`src/rtl/uart_rx.sv`:
```
// uart_rx: 8-bit UART receiver with parity and stop checks, 2-flop rx synchronizer
module uart_rx #(
    parameter int CLKS_PER_BIT = 16,
    parameter bit PARITY_ODD = 1'b0
) (
    input  logic       clk,
    input  logic       ret,
    input  logic       rx,
    output logic [7:0] data,
    output logic       valid,
    output logic       parity_err,
    output logic       frame_err,
    output logic       busy
);
    typedef enum logic [2:0] {IDLE, START, DATA, PARITY, STOP} state_t;
    localparam logic [15:0] HALF = 16'(CLKS_PER_BIT / 2 - 1);
    localparam logic [15:0] FULL = 16'(CLKS_PER_BIT - 1);
    state_t state, state_n;
    logic rx_m, rx_s, armed, fin, stop_b, par_b, half, full;
    logic [15:0] cnt;
    logic [2:0] idx;
    logic [7:0] shreg;
    assign half = cnt == HALF;
    assign full = cnt == FULL;
    assign busy = state != IDLE;
    always_comb begin
        state_n = state;
        case (state)
            IDLE:    state_n = (!rx_s && armed) ? START : IDLE;
            START:   state_n = half ? (rx_s ? IDLE : DATA) : START;
            DATA:    state_n = (full && idx == 3'd7) ? PARITY : DATA;
            PARITY:  state_n = full ? STOP : PARITY;
            STOP:    state_n = full ? IDLE : STOP;
            default: state_n = IDLE;
        endcase
    end
    always_ff @(posedge clk) begin
        if (ret) begin
            state      <= IDLE;
            rx_m       <= 1'b1;
            rx_s       <= 1'b1;
            armed      <= 1'b1;
            cnt        <= '0;
            idx        <= '0;
            shreg      <= '0;
            par_b      <= 1'b0;
            stop_b     <= 1'b0;
            fin        <= 1'b0;
            data       <= '0;
            valid      <= 1'b0;
            parity_err <= 1'b0;
            frame_err  <= 1'b0;
        end else begin
            rx_m  <= rx;
            rx_s  <= rx_m;
            state <= state_n;
            cnt   <= (state == IDLE || full || (state == START && half)) ? '0 : cnt + 16'd1;
            if (state == DATA && full) begin
                shreg[idx] <= rx_s;
                idx        <= idx + 3'd1;
            end
            if (state == PARITY && full) par_b <= rx_s;
            if (state == STOP && full) stop_b <= rx_s;
            fin   <= state == STOP && full;
            armed <= (state == STOP && full) ? rx_s : (armed | rx_s);
            valid <= fin;
            if (fin) begin
                data       <= shreg;
                parity_err <= (^shreg ^ par_b) != PARITY_ODD;
                frame_err  <= !stop_b;
            end
        end
    end
endmodule

```
`config.mk`:
```
export PLATFORM = sky130hd
export DESIGN_NAME = uart_rx
export DESIGN_NICKNAME = d
export VERILOG_FILES = /design/src/rtl/uart_rx.sv
export SDC_FILE = /design/constraint.sdc
export NUM_CORES = 1
export LEC_CHECK = 0
export CAP_MARGIN = 15
export CORE_ASPECT_RATIO = 1.25
export CORE_MARGIN = 5
export CORE_UTILIZATION = 50
export CTS_CLUSTER_DIAMETER = 120
export DETAILED_ROUTE_END_ITERATION = 8
export PLACE_DENSITY = 0.79
export SLEW_MARGIN = 20
export SYNTH_ARGS = -nofsm -noshare
export SYNTH_HDL_FRONTEND = slang
export SYNTH_SLANG_ARGS = --single-unit
```
`constraint.sdc`:
```
create_clock -name clk -period 1.8 [get_ports clk]
set_clock_uncertainty 0.15 [all_clocks]
set_input_delay 0.18 -clock clk [delete_from_list [all_inputs] [get_ports clk]]
set_output_delay 0.18 -clock clk [all_outputs]
set_load 0.03 [all_outputs]
```
======== Yosys cells after proc, flatten, opt, wreduce, memory -nomap -nowiden ========
Cells that the tools add are included.
word-level totals
  register bits after elaboration ......... 47
  input bits .............................. 3
  output and inout port bits .............. 12
  word-level logic and storage cells ...... 53
operators by class
  $add $sub $neg .......................... 2
  magnitude comparators ................... 2
  equality and inequality tests ........... 7
  multiplexer cells ....................... 11
  bitwise gates (word level) .............. 2
  reduce and logical (&&, ||, !) cells .... 15
operators by type and width
  operator                                                    number
  adder 16 x 1 -> 16 bit, second input constant               1
  equality test 16 x 3 -> 1 bit, second input constant        1
  equality test 16 x 4 -> 1 bit, second input constant        1
  case mux 3 bit (5 select lines)                             1
  bitwise mux 8 bit                                           1
  XOR reduction 8 bit                                         1
  logical AND 1 bit                                           7
  equality test 3 x 2 -> 1 bit, second input constant         2
  equality test 3 bit, second input constant                  2
  two-way mux 3 bit                                           2
  less-than comparator 3 x 4 -> 1 bit, second input constant  1
  two-way mux 1 bit                                           4
  two-way mux 2 bit                                           2
  adder 3 x 1 -> 3 bit, second input constant                 1
  demux 1 bit (select 3 bit)                                  1
  equality test 3 x 1 -> 1 bit, second input constant         1
  >= comparator 3 x 1 -> 1 bit, second input constant         1
  logical NOT 3 bit                                           1
  nonzero test 3 bit                                          1
  logical NOT 1 bit                                           2
  logical OR 1 bit                                            2
  OR reduction 2 bit                                          1
  bitwise OR 1 bit                                            1
  bitwise XOR 1 bit                                           1

======== Longest topological paths before layout ========
  word-level depth ........................ 5
  mapped depth ............................ 6
  depth with buffers taken out ............ 5

======== Worst setup path before layout ========
OpenSTA, ideal clock, no wires.
  path type ............................... reg-to-reg
  start point ............................. reg cnt[0]
  end point ............................... reg shreg[6]
  setup time .............................. 0.072 ns
  arrival ................................. 1.572 ns
  required time ........................... 1.578 ns
  path slack .............................. 0.006 ns
  stages on the path, launching flop included .. 7
  buffers on the path ..................... 1
  clock period less this slack ............ 1.794 ns
  cells stage by stage .................... dfxtp_1 ha_1 and3_1 nand4_2 buf_6 nor4_4 mux2i_1
between the ends
  cells in the longest elaborated chain, start to end .. 2
RTL lines
  element                        RTL line  RTL
  start, declared                20        logic [15:0] cnt;
  start signal, assigned         57        cnt <= (state == IDLE || full || (state == START && half)) ? '0 : cnt + 16'd1;
  equality test 16 x 4 -> 1 bit  24        assign full = cnt == FULL;
  logical AND 1 bit              58        if (state == DATA && full) begin
  end signal, assigned by index  59        shreg[idx] <= rx_s;
  end, declared                  22        logic [7:0] shreg;
No other way between the ends.
A chain may end at the register's enable or synchronous reset.

======== Final worst setup path ========
  start point ............................. reg cnt[12]
  end point ............................... reg armed
between the ends
  cells in the longest elaborated chain, start to end .. 3
RTL lines
  element                        RTL line  RTL
  equality test 16 x 4 -> 1 bit  24
  logical AND 1 bit              65        armed <= (state == STOP && full) ? rx_s : (armed | rx_s);
  two-way mux 1 bit              65
  end signal, assigned           65
  end, declared                  19        logic rx_m, rx_s, armed, fin, stop_b, par_b, half, full;
No other way between the ends.

==> results.txt <==
status: finished clean
leakage: 1.03 nW
clock root buffer: clkbuf_8
Worst Path Class, Setup: flip-flop to flip-flop
Worst EP required: 1.84 ns
hold_sp: rx_m
Die X: 69.0 um
CTS tree: done
Syn Inst Count: 227
Int Power: 0.00147 W
Ys Warns: 0
Top Metal Used: met4
final WL: 4.13 mm
pin count of the biggest net entering global routing: 16
Worst-path clk slew: 0.08 ns
final setup margin: 0.0679 ns
Reg-to-Reg Start: cnt[12]
Worst VDD drop: 481 uV
area grow syn2layout: 22.4%
Max Clock Freq: 0.577 GHz
crit-path cells: nor4_4, and4_4, nand3_1, a211o_1
Post-Synth Simple-Gate Area: 28.7%
P_sw: 0.000382 W
Worst Path Arrival: 1.78 ns
Comb pwr share: 2.8%
1st-iter DRT viols: 93
number of enable flip-flop cells after synthesis: 0
Crit Path Max Fanout: 4
Die Footprint: 5770 sq um
first-pass GRT wire length: 7.04 mm
Avg Vias per Cell: 5.39
Die Y: 83.7 um
launch point of the critical path: cnt[12]
mux cell area share after synthesis: 7.83%
total grt overflow: 0
largest family of logic cells by synthesized area: simple AND/OR/NAND/NOR gates
Max-slew headroom: 77.5%
# IOs: 15
hold crit path type: flip-flop to flip-flop
power density over the cells: 697 nW/um^2
post-layout min period: 1.73 ns
share of cells above drive strength 1: 18.3%
DR WL met3: 91 um
compound-gate portion of the synthesized area: 7.14%
syn nets: 233
WL met1: 1.77 mm
nets@finish: 268
Async SR Flop Fraction: 0%
CTS buffer count: 5
Sw Ratio: 20.6%
number of antenna violations at the first check in global routing: 0
crit share post-route: 96.2%
Hold Violations, Final: 0
Critical Path Source Type: flip-flop
hold buffers post-CTS: 0
Post-Synth Adder-Cell Area: 1.73%
CTS sink cnt: 47
r2r setup slk: 0.07 ns
critical path's largest stage delay: 0.39 ns
Synth Register Bits: 47
register share of total power: 56.5%
drt first pass iters: 4
drt drc: 0
post-route ant nets: 0
syn avg cell area: 9.57 sq um
Clk Latency, worst-skew pair: 0.30 ns
gr usage total: 15.5%
wire length per cell: 13.0 um
CP Capture Type: flip-flop
Max H-tree Level: 2
Port Buf Inserts: 14
Final setup viols: 0
Initial Utilization: 52.2%
maxcap violations: 0
row count: 26
slowest cell on the critical path: nor4_4
maximum buffer depth of the clock tree: 2
Netlist cell types: 40
worst setup slack before clock tree synthesis: -0.0135 ns
top_reg_cell synth: dfxtp_1
Antenna diodes: 0
fin. max-slew vios: 0
Routability Congestion: 0.799
met2 wire length: 2.22 mm
CORE AREA: 4160 sq um
Netlist Area Pre-Place: 2170 sq um
Worst-Margin Slew: 0.335 ns
placed wire-length estimate: 3.13 mm
vias in the first global route: 1636
Power Total: 0.00185 W
vias after detailed routing: 1714
sequential area share after synthesis: 43.3%
Clock power frac: 40.7%
Synth Area in XOR/XNOR: 7.08%
## final timing paths
check | endpoint | depth (start not counted)
max | armed | 4
min | rx_s | 1
max reg2reg | armed | 4
min reg2reg | rx_s | 1
## placed cells by master (no fill, tap or decap), types with 5 or more instances in the layout
master	instances
clkbuf_8	5
inv_1	7
nand2b_1	11
a21oi_1	11
dfxtp_1	44
xor2_1	10
xnor2_1	5
nand2_1	6
mux2i_1	17
or3_1	7
clkdlybuf4s50_1	13
buf_4	23
o21ai_1	5
nor2_1	27
nand3_1	10
nand4_1	13
## critical path, delay by kind of cell (launching register included)
family             cells  cell delay [ns]
AOI/OAI and AO/OA      1             0.31
and+or+nand+nor        3             0.83
DFF                    1             0.34
## kinds of logic (layout without fill, tap and decap cells)
kind of cell | count (synthesis) | after routing
AOI/OAI and AO/OA | 26 | 26
xor gates and xnor gates | 16 | 16
adders and majority gates | 3 | 3
buffers and inverters | 18 | 53
DFF | 47 | 47
muxes | 17 | 17
and+or+nand+nor | 100 | 100
## cell usage after synthesis (2+ instances only)
library cell	number	area (sq um)
a21oi_1	11	55.1
or3_1	7	43.8
nor4_4	4	85.1
nand2b_1	11	68.8
nand3_1	10	50.1
xnor2_1	5	43.8
buf_6	2	22.5
o21ai_1	5	25.0
and4_1	3	26.3
o21ai_0	4	20.0
or2_1	2	12.5
nand4_2	2	25.0
nand4_1	13	81.3
and3_1	3	18.8
ha_1	3	37.5
clkbuf_1	5	18.8
inv_1	7	26.3
dfxtp_1	47	941
nand2_1	6	22.5
xor2_1	10	87.6
nor2b_1	2	12.5
mux2i_1	17	170
nor2_1	27	101
and2_1	3	18.8
buf_4	2	15.0
and3b_1	2	17.5
## power by group through the flow
stage	clock (W)	sequential, W	combinational, W
after global routing	0.000810	0.00105	0.0000562
after detailed placement	0	0.00107	0.0000518
final	0.000755	0.00105	0.0000510
after floorplan	0	0.00107	0.0000281
after global placement	0	0.00107	0.0000520
after CTS	0.000767	0.00105	0.0000509
## timing repair
action | CTS | global route
endpoints found under the setup margin | 2 | 18
pin swaps | 0 | 3
gates resized for setup | 2 | 10
hold endpoints to repair | 0 | 0
setup buffers | 0 | 0
## sequential cells by signal (all words and copies together) (netlist names)
register,cells
fin,1
armed,1
valid,1
idx,3
stop_b,1
frame_err,1
parity_err,1
data,8
shreg,8
par_b,1
state,3
cnt,16
rx_m,1
rx_s,1
## per-stage QoR
stage | TNS (ns) | instances | hold slack, ns | instance area, sq um | utilization [%]
2_1_floorplan | 0 | 227 | 0.124 | 2170 | -
4_1_cts | -0.00461 | 318 | 0.265 | 2630 | 63.2
5_1_grt | -0.175 | 318 | 0.276 | 2660 | 63.9
3_5_place_dp | -0.0135 | 311 | 0.246 | 2520 | 60.5
3_3_place_gp | 0 | 311 | 0.243 | 2520 | 60.5
6_report | 0 | 318 | 0.265 | 2660 | 63.9
## layout make-up
type,count,area [sq um]
repair buffers,39,343
clock buffers,5,68.8
inverters,7,26.3
multi-input cells,162,1170
flip-flops and latches,47,945
well taps,56,70.1
fillers,370,1500
clock inverters,2,37.5
## metal layers
layer,vias up,track usage (%)
met5,-,0
met1,823,16.8
li1,871,-
met3,4,4.04
met2,16,28.2
met4,0,4.61
(Power assumes the default switching activity.)
